File: config.mk
export PLATFORM = sky130hd
export DESIGN_NAME = instruction_fetch_unit_flat
export DESIGN_NICKNAME = d
export VERILOG_FILES = /design/src/rtl/ifu_pkg.sv /design/src/rtl/instruction_fetch_unit_if.sv /design/src/rtl/ifu_queue.sv /design/src/rtl/instruction_fetch_unit.sv /design/src/flat_wrapper.sv
export SDC_FILE = /design/constraint.sdc
export NUM_CORES = 1
export LEC_CHECK = 0
export ABC_CLOCK_PERIOD_IN_PS = 4400
export CAP_MARGIN = 0
export CORE_MARGIN = 2
export CORE_UTILIZATION = 45
export CTS_CLUSTER_DIAMETER = 60
export DETAILED_ROUTE_END_ITERATION = 8
export GPL_ROUTABILITY_DRIVEN = 0
export GPL_TIMING_DRIVEN = 0
export HOLD_SLACK_MARGIN = 0.05
export MAX_ROUTING_LAYER = met4
export PLACE_DENSITY = 0.7
export SLEW_MARGIN = 20
export SYNTH_ARGS = -nofsm -noshare
export SYNTH_HDL_FRONTEND = slang
export SYNTH_SLANG_ARGS = --single-unit
File: constraint.sdc
create_clock -name clk -period 4.4 [get_ports clk]
set_input_delay 0.66 -clock clk [delete_from_list [all_inputs] [get_ports clk]]
set_output_delay 0.66 -clock clk [all_outputs]
set_load 0.02 [all_outputs]
File: src/rtl/ifu_pkg.sv
// Shared types and constants for the instruction fetch unit.
// Used by the queue, the interface and the top-level fetch unit.
package ifu_pkg;

  localparam int IFU_QDEPTH = 2;
  localparam int IFU_ADDR_W = 32;
  localparam int IFU_DATA_W = 32;

  typedef enum logic [1:0] {
    BOOT,
    RUN,
    FULL
  } ifu_state_t;

  typedef struct packed {
    logic [IFU_ADDR_W-1:0] pc;
    logic [IFU_DATA_W-1:0] inst;
  } ifu_entry_t;

endpackage

File: src/rtl/instruction_fetch_unit_if.sv
// Memory-side and decode-side signals of the fetch unit.
// The master modport is the fetch unit; the slave modport is memory plus decode.
interface instruction_fetch_unit_if
  import ifu_pkg::*;
#(
  parameter int ADDR_W = IFU_ADDR_W,
  parameter int DATA_W = IFU_DATA_W
);

  logic [ADDR_W-1:0] mem_pc;
  logic [DATA_W-1:0] mem_inst;
  logic              out_valid;
  logic              out_ready;
  logic [ADDR_W-1:0] out_pc;
  logic [DATA_W-1:0] out_inst;

  modport master (
    output mem_pc,
    input  mem_inst,
    output out_valid,
    input  out_ready,
    output out_pc,
    output out_inst
  );

  modport slave (
    input  mem_pc,
    output mem_inst,
    input  out_valid,
    output out_ready,
    input  out_pc,
    input  out_inst
  );

endinterface

File: src/rtl/ifu_queue.sv
// Two-entry FIFO holding fetched {pc, inst} pairs; slot0 is always the head.
// Flush wins over push and pop in the same cycle.
module ifu_queue
  import ifu_pkg::*;
#(
  parameter type entry_t = ifu_entry_t
) (
  input  logic       clk,
  input  logic       rst_n,
  input  logic       push,
  input  logic       pop,
  input  logic       flush,
  input  entry_t     push_entry,
  output entry_t     head,
  output logic [1:0] count
);

  entry_t     slot0_q, slot0_d;
  entry_t     slot1_q, slot1_d;
  logic [1:0] count_q, count_d;

  always_comb begin
    slot0_d = slot0_q;
    slot1_d = slot1_q;
    count_d = count_q;
    if (flush) begin
      count_d = 2'd0;
    end else begin
      case ({push, pop})
        2'b10: begin
          if (count_q == 2'd0) slot0_d = push_entry;
          else                 slot1_d = push_entry;
          count_d = count_q + 2'd1;
        end
        2'b01: begin
          slot0_d = slot1_q;
          count_d = count_q - 2'd1;
        end
        2'b11: begin
          // With one entry the new word becomes head; with two it shifts in behind.
          if (count_q == 2'd1) begin
            slot0_d = push_entry;
          end else begin
            slot0_d = slot1_q;
            slot1_d = push_entry;
          end
        end
        default: ;
      endcase
    end
  end

  always_ff @(posedge clk or negedge rst_n) begin
    if (!rst_n) begin
      slot0_q <= '0;
      slot1_q <= '0;
      count_q <= 2'd0;
    end else begin
      slot0_q <= slot0_d;
      slot1_q <= slot1_d;
      count_q <= count_d;
    end
  end

  assign head  = slot0_q;
  assign count = count_q;

endmodule

File: src/rtl/instruction_fetch_unit.sv
// PC register, BOOT/RUN/FULL control and redirect handling in front of a 2-entry queue.
// Optional IFU_PERF_COUNT_EN adds fetch_count and stall_count outputs.
module instruction_fetch_unit
  import ifu_pkg::*;
#(
  parameter int                ADDR_W   = IFU_ADDR_W,
  parameter int                DATA_W   = IFU_DATA_W,
  parameter logic [ADDR_W-1:0] RESET_PC = '0
) (
  input  logic                     clk,
  input  logic                     rst_n,
  input  logic                     enable,
  input  logic                     redirect_valid,
  input  logic [ADDR_W-1:0]        redirect_pc,
  instruction_fetch_unit_if.master bus
`ifdef IFU_PERF_COUNT_EN
  ,
  output logic [31:0]              fetch_count,
  output logic [31:0]              stall_count
`endif
);

  typedef struct packed {
    logic [ADDR_W-1:0] pc;
    logic [DATA_W-1:0] inst;
  } entry_t;

  localparam logic [1:0] QFULL = 2'(IFU_QDEPTH);

  ifu_state_t        state_q, state_d;
  logic [ADDR_W-1:0] pc_q, pc_d;
  logic [1:0]        count;
  logic [1:0]        count_nx;
  logic              pop;
  logic              fetch;
  entry_t            push_entry;
  entry_t            head;

  assign pop   = bus.out_valid & bus.out_ready;
  assign fetch = (state_q != BOOT) & enable & ~redirect_valid & ((count < QFULL) | pop);

  always_comb begin
    push_entry.pc   = pc_q;
    push_entry.inst = bus.mem_inst;
    pc_d            = pc_q;
    count_nx        = count + {1'b0, fetch} - {1'b0, pop};
    if (redirect_valid) begin
      pc_d     = redirect_pc;
      count_nx = 2'd0;
    end else if (fetch) begin
      pc_d = pc_q + ADDR_W'(1);
    end
  end

  // FULL tracks the queue occupancy one cycle ahead so it matches count after the edge.
  always_comb begin
    state_d = state_q;
    case (state_q)
      BOOT:    state_d = RUN;
      RUN:     if (count_nx == QFULL) state_d = FULL;
      FULL:    if (count_nx <  QFULL) state_d = RUN;
      default: state_d = BOOT;
    endcase
    if (redirect_valid) state_d = RUN;
  end

  always_ff @(posedge clk or negedge rst_n) begin
    if (!rst_n) begin
      state_q <= BOOT;
      pc_q    <= RESET_PC;
    end else begin
      state_q <= state_d;
      pc_q    <= pc_d;
    end
  end

  ifu_queue #(
    .entry_t (entry_t)
  ) u_queue (
    .clk        (clk),
    .rst_n      (rst_n),
    .push       (fetch),
    .pop        (pop),
    .flush      (redirect_valid),
    .push_entry (push_entry),
    .head       (head),
    .count      (count)
  );

  assign bus.mem_pc    = pc_q;
  assign bus.out_valid = (count != 2'd0);
  assign bus.out_pc    = head.pc;
  assign bus.out_inst  = head.inst;

`ifdef IFU_PERF_COUNT_EN
  logic [31:0] fetch_count_q, fetch_count_d;
  logic [31:0] stall_count_q, stall_count_d;

  always_comb begin
    fetch_count_d = fetch_count_q + {31'd0, fetch};
    stall_count_d = stall_count_q + {31'd0, (state_q == FULL) & ~pop};
  end

  always_ff @(posedge clk or negedge rst_n) begin
    if (!rst_n) begin
      fetch_count_q <= 32'd0;
      stall_count_q <= 32'd0;
    end else begin
      fetch_count_q <= fetch_count_d;
      stall_count_q <= stall_count_d;
    end
  end

  assign fetch_count = fetch_count_q;
  assign stall_count = stall_count_q;
`endif

endmodule

File: src/flat_wrapper.sv
// flat-port wrapper written by rule: the top's interface ports become plain ports
module instruction_fetch_unit_flat import ifu_pkg::*;
#(
  parameter int                ADDR_W   = IFU_ADDR_W,
  parameter int                DATA_W   = IFU_DATA_W,
  parameter logic [ADDR_W-1:0] RESET_PC = '0
)
  (clk, rst_n, enable, redirect_valid, redirect_pc, bus_mem_pc, bus_mem_inst, bus_out_valid, bus_out_ready, bus_out_pc, bus_out_inst);
  instruction_fetch_unit_if #(.ADDR_W(ADDR_W), .DATA_W(DATA_W)) bus_i ();
  input  logic clk;
  input  logic rst_n;
  input  logic enable;
  input  logic redirect_valid;
  input  logic [ADDR_W-1:0] redirect_pc;
  output wire logic [$bits(bus_i.mem_pc)-1:0] bus_mem_pc;
  input wire logic [$bits(bus_i.mem_inst)-1:0] bus_mem_inst;
  output wire logic [$bits(bus_i.out_valid)-1:0] bus_out_valid;
  input wire logic [$bits(bus_i.out_ready)-1:0] bus_out_ready;
  output wire logic [$bits(bus_i.out_pc)-1:0] bus_out_pc;
  output wire logic [$bits(bus_i.out_inst)-1:0] bus_out_inst;
  assign bus_mem_pc = bus_i.mem_pc;
  assign bus_i.mem_inst = bus_mem_inst;
  assign bus_out_valid = bus_i.out_valid;
  assign bus_i.out_ready = bus_out_ready;
  assign bus_out_pc = bus_i.out_pc;
  assign bus_out_inst = bus_i.out_inst;
  instruction_fetch_unit #(.ADDR_W(ADDR_W), .DATA_W(DATA_W), .RESET_PC(RESET_PC)) u_core (.clk(clk), .rst_n(rst_n), .enable(enable), .redirect_valid(redirect_valid), .redirect_pc(redirect_pc), .bus(bus_i));
endmodule
==> metrics.yaml <==
hold_path:
  min_path_type: "in2async"
clock_tree:
  clkSinkCount: 164
  cts_made_buffers: 17
  cts_buffer_depth: 2
  clkTransAtPathRegs_ns: 0.07
  cts-root-buf: "clkbuf_16"
  clk-insertion-delay-late_ns: 0.42
  cts.htree.levels: 4
  cts_tree: "yes"
timing:
  finalSetupViolCount: 0
  drv_slew: 0
  fmax_ghz: 0.242
  period_minus_slack_ns: 4.13
  worst_slew_pin_slew_ns: 0.839
  hold_violations: 0
  period_share_pct: 93.8
  skew_ns: 0.00973
  rsz0062_at_grt: "no"
  worst_slew_margin_rel_pct: 43.6
routing:
  dr.pass1.iters: 5
  ant_nets: 0
  wl_per_cell_um: 18.4
  viasPerCell: 5.67
  wirelength_um: 21300
  vias: 6569
  drc: 0
  detail_route.iter0.violations: 628
finish:
  syn2layout_area_growth_pct: 34.3
  drive_above_1_share_pct: 13.0
  n_antenna_cell: 0
  mostFrequentLayoutCells: "clkdlybuf4s50_1 (164), dfrtp_1 (164), nand2_1 (111)"
  final_util_pct: 62.0
  final_cells: 1158
  final_net_count: 1002
die:
  die_h_um: 135
  pin_count: 166
  die_w_um: 135
  fp.dieArea_um2: 18100
  core_um2: 16600
  start_util_pct: 46.2
  std_cell_rows: 47
grt:
  grt.overflow.total: 0
  grt_usage_pct: 24.5
  grt_max_degree: 98
  grt_pass1_wl_um: 33600
  antenna_found_initial: 0
  grt_pass1_vias: 6163
synth:
  synth_cells: 741
  synthFlopType: "dfrtp_1"
  ys_seq_area_share_pct: 53.4
  synth_cell_types: 47
  synth.net_count: 818
  synthArstFlopShare_pct: 100
  netlist_area_um2: 7680
  synth_edf_count: 0
  ys_ff_latch: 164
  synth_warnings: 0
  syn_area_per_cell_um2: 10.4
place:
  post-dp-hpwl_um: 15200
  placed_cells: 1128
  io_buffers: 165
power_and_ir_drop:
  p_int_uw: 4240
  switching_share_pct: 35.1
  power_frac_comb_pct: 37.3
  p_leak_uw: 0.00429
  power_uw: 6540
  p_switching_uw: 2290
  p_clk_share_pct: 24.4
  vdd_ir_drop_max_v: 0.000297
  pwr-share-seq_pct: 38.3
  p_per_area_nw_per_um2: 633
setup_path:
  cp-start-kind: "register"
  worstPathMaxFanout: 11
  worstPathRequired_ns: 4.70
  crit_type: "reg2reg"
  crit_arrival_ns: 4.43
  worstSetupEndpointType: "register"
run:
  maxCapViolCount: 0
status:
  status: "finished clean"
[sequential cells by signal (all words and copies together), names as in the netlist]
signal                  count
u_core.bus.mem_pc          32
u_core.state_q              2
u_core.u_queue.count        2
u_core.u_queue.head        64
u_core.u_queue.slot1_q     64
[path summary, 6_finish.rpt]
check                      cells past startpoint  slack [ns]                                 from                                endpoint
min                                            2        0.25                                rst_n     u_core.u_queue.count[0]$_DFFE_PN0P_
min reg2reg                                    2        0.48  u_core.u_queue.head[20]$_DFFE_PN0P_     u_core.u_queue.head[20]$_DFFE_PN0P_
max reg2reg                                   15        0.27  u_core.u_queue.count[1]$_DFFE_PN0P_  u_core.u_queue.slot1_q[25]$_DFFE_PN0P_
max in group asynchronous                      3        3.41                                rst_n     u_core.u_queue.head[42]$_DFFE_PN0P_
min in group clk                               2        0.48  u_core.u_queue.head[20]$_DFFE_PN0P_     u_core.u_queue.head[20]$_DFFE_PN0P_
max                                           15        0.27  u_core.u_queue.count[1]$_DFFE_PN0P_  u_core.u_queue.slot1_q[25]$_DFFE_PN0P_
[cell usage after synthesis (2+ instances only)]
library cell / instances / area, um2
or2_2: 5 / 31.3
or4_1: 12 / 90.1
buf_1: 2 / 7.51
a21o_1: 3 / 22.5
nand3_1: 23 / 115
clkbuf_1: 42 / 158
a221o_1: 3 / 30.0
dfrtp_1: 164 / 4100
xnor2_1: 3 / 26.3
o211ai_1: 12 / 90.1
o311ai_0: 9 / 78.8
a211o_1: 6 / 52.6
and2_1: 6 / 37.5
nor4_1: 9 / 56.3
buf_2: 10 / 50.1
a22oi_1: 65 / 488
buf_4: 3 / 22.5
a211oi_1: 2 / 15.0
mux2i_1: 6 / 60.1
o21ai_0: 83 / 415
a31oi_1: 6 / 37.5
o2111ai_1: 2 / 17.5
inv_1: 21 / 78.8
clkbuf_2: 3 / 15.0
ha_1: 8 / 100
nor2_1: 10 / 37.5
nor3_1: 8 / 40.0
nand3b_1: 3 / 22.5
a21oi_1: 2 / 10.0
nand2_1: 111 / 417
o31a_1: 6 / 52.6
nand2b_1: 4 / 25.0
mux2_2: 55 / 619
or3_1: 5 / 31.3
nand4_1: 17 / 106
[final cells by class]
class,instances,area (um2)
fillers,1458,6320
flip-flops and latches,164,4100
multi-input cells,495,3260
repair buffers,167,1710
clock buffers,18,439
well taps,220,275
plain buffers,58,253
clock inverters,14,198
inverters,22,82.6
[cell families (layout without fill, tap and decap cells)]
group	count (synthesis)	after routing	synth area share, %
AOI/OAI and AO/OA	206	206	17.9
xor gates and xnor gates	3	3	0.342
adders and majority gates	8	8	1.30
buffers and inverters	82	279	4.36
DFF	164	164	53.4
muxes	62	62	9.04
and+or+nand+nor	216	216	13.6
[through the flow]
| stage | hold WS (ns) | area (um2) | setup WS [ns] | setup TNS, ns |
|---|---|---|---|---|
| 2_1_floorplan | 0.364 | 7680 | 0.875 | 0 |
| 3_3_place_gp | 0.463 | 9610 | -4.10 | -714.08 |
| 3_5_place_dp | 0.470 | 9670 | -0.513 | -20.66 |
| 4_1_cts | 0.272 | 10300 | 0.00839 | 0 |
| 5_1_grt | 0.291 | 10300 | 0.0294 | 0 |
| 6_report | 0.254 | 10300 | 0.274 | 0 |
[per-layer routing]
metal / wire [um] / track usage (%) / up-vias
met2: 9960 / 37.2 / 288
met1: 9640 / 34.0 / 3170
li1: - / - / 3085
met5: 0 / - / -
met3: 1390 / 4.54 / 26
met4: 266 / 6.55 / 0
[power groups by stage]
stage                     clock (uW)  sequential, uW  combinational (uW)
after floorplan                    0            2830                1020
after global placement             0            2500                2400
after detailed placement           0            2530                2450
after CTS                       1620            2500                2450
after global routing            1690            2590                2650
final                           1600            2500                2440
[critical path: stages, from the launching register on]
cell,delay (ns)
dfrtp_1,0.45
inv_1,0.09
ha_1,0.22
nand2b_1,0.14
clkbuf_1,0.20
a211o_1,0.33
buf_4,0.17
inv_2,0.15
buf_2,0.26
buf_2,0.30
ha_1,0.31
nand2_1,0.08
o211ai_1,0.29
buf_4,0.32
buf_2,0.30
mux2_2,0.37
[what timing repair did]
item / in CTS / in global routing
hold buffers: 0 / 0
pin swaps: 0 / 0
setup buffers: 0 / 0
gates resized for setup: 3 / 7
setup endpoints to repair: 39 / 77
No activity file was read; power rests on OpenSTA's default activity.
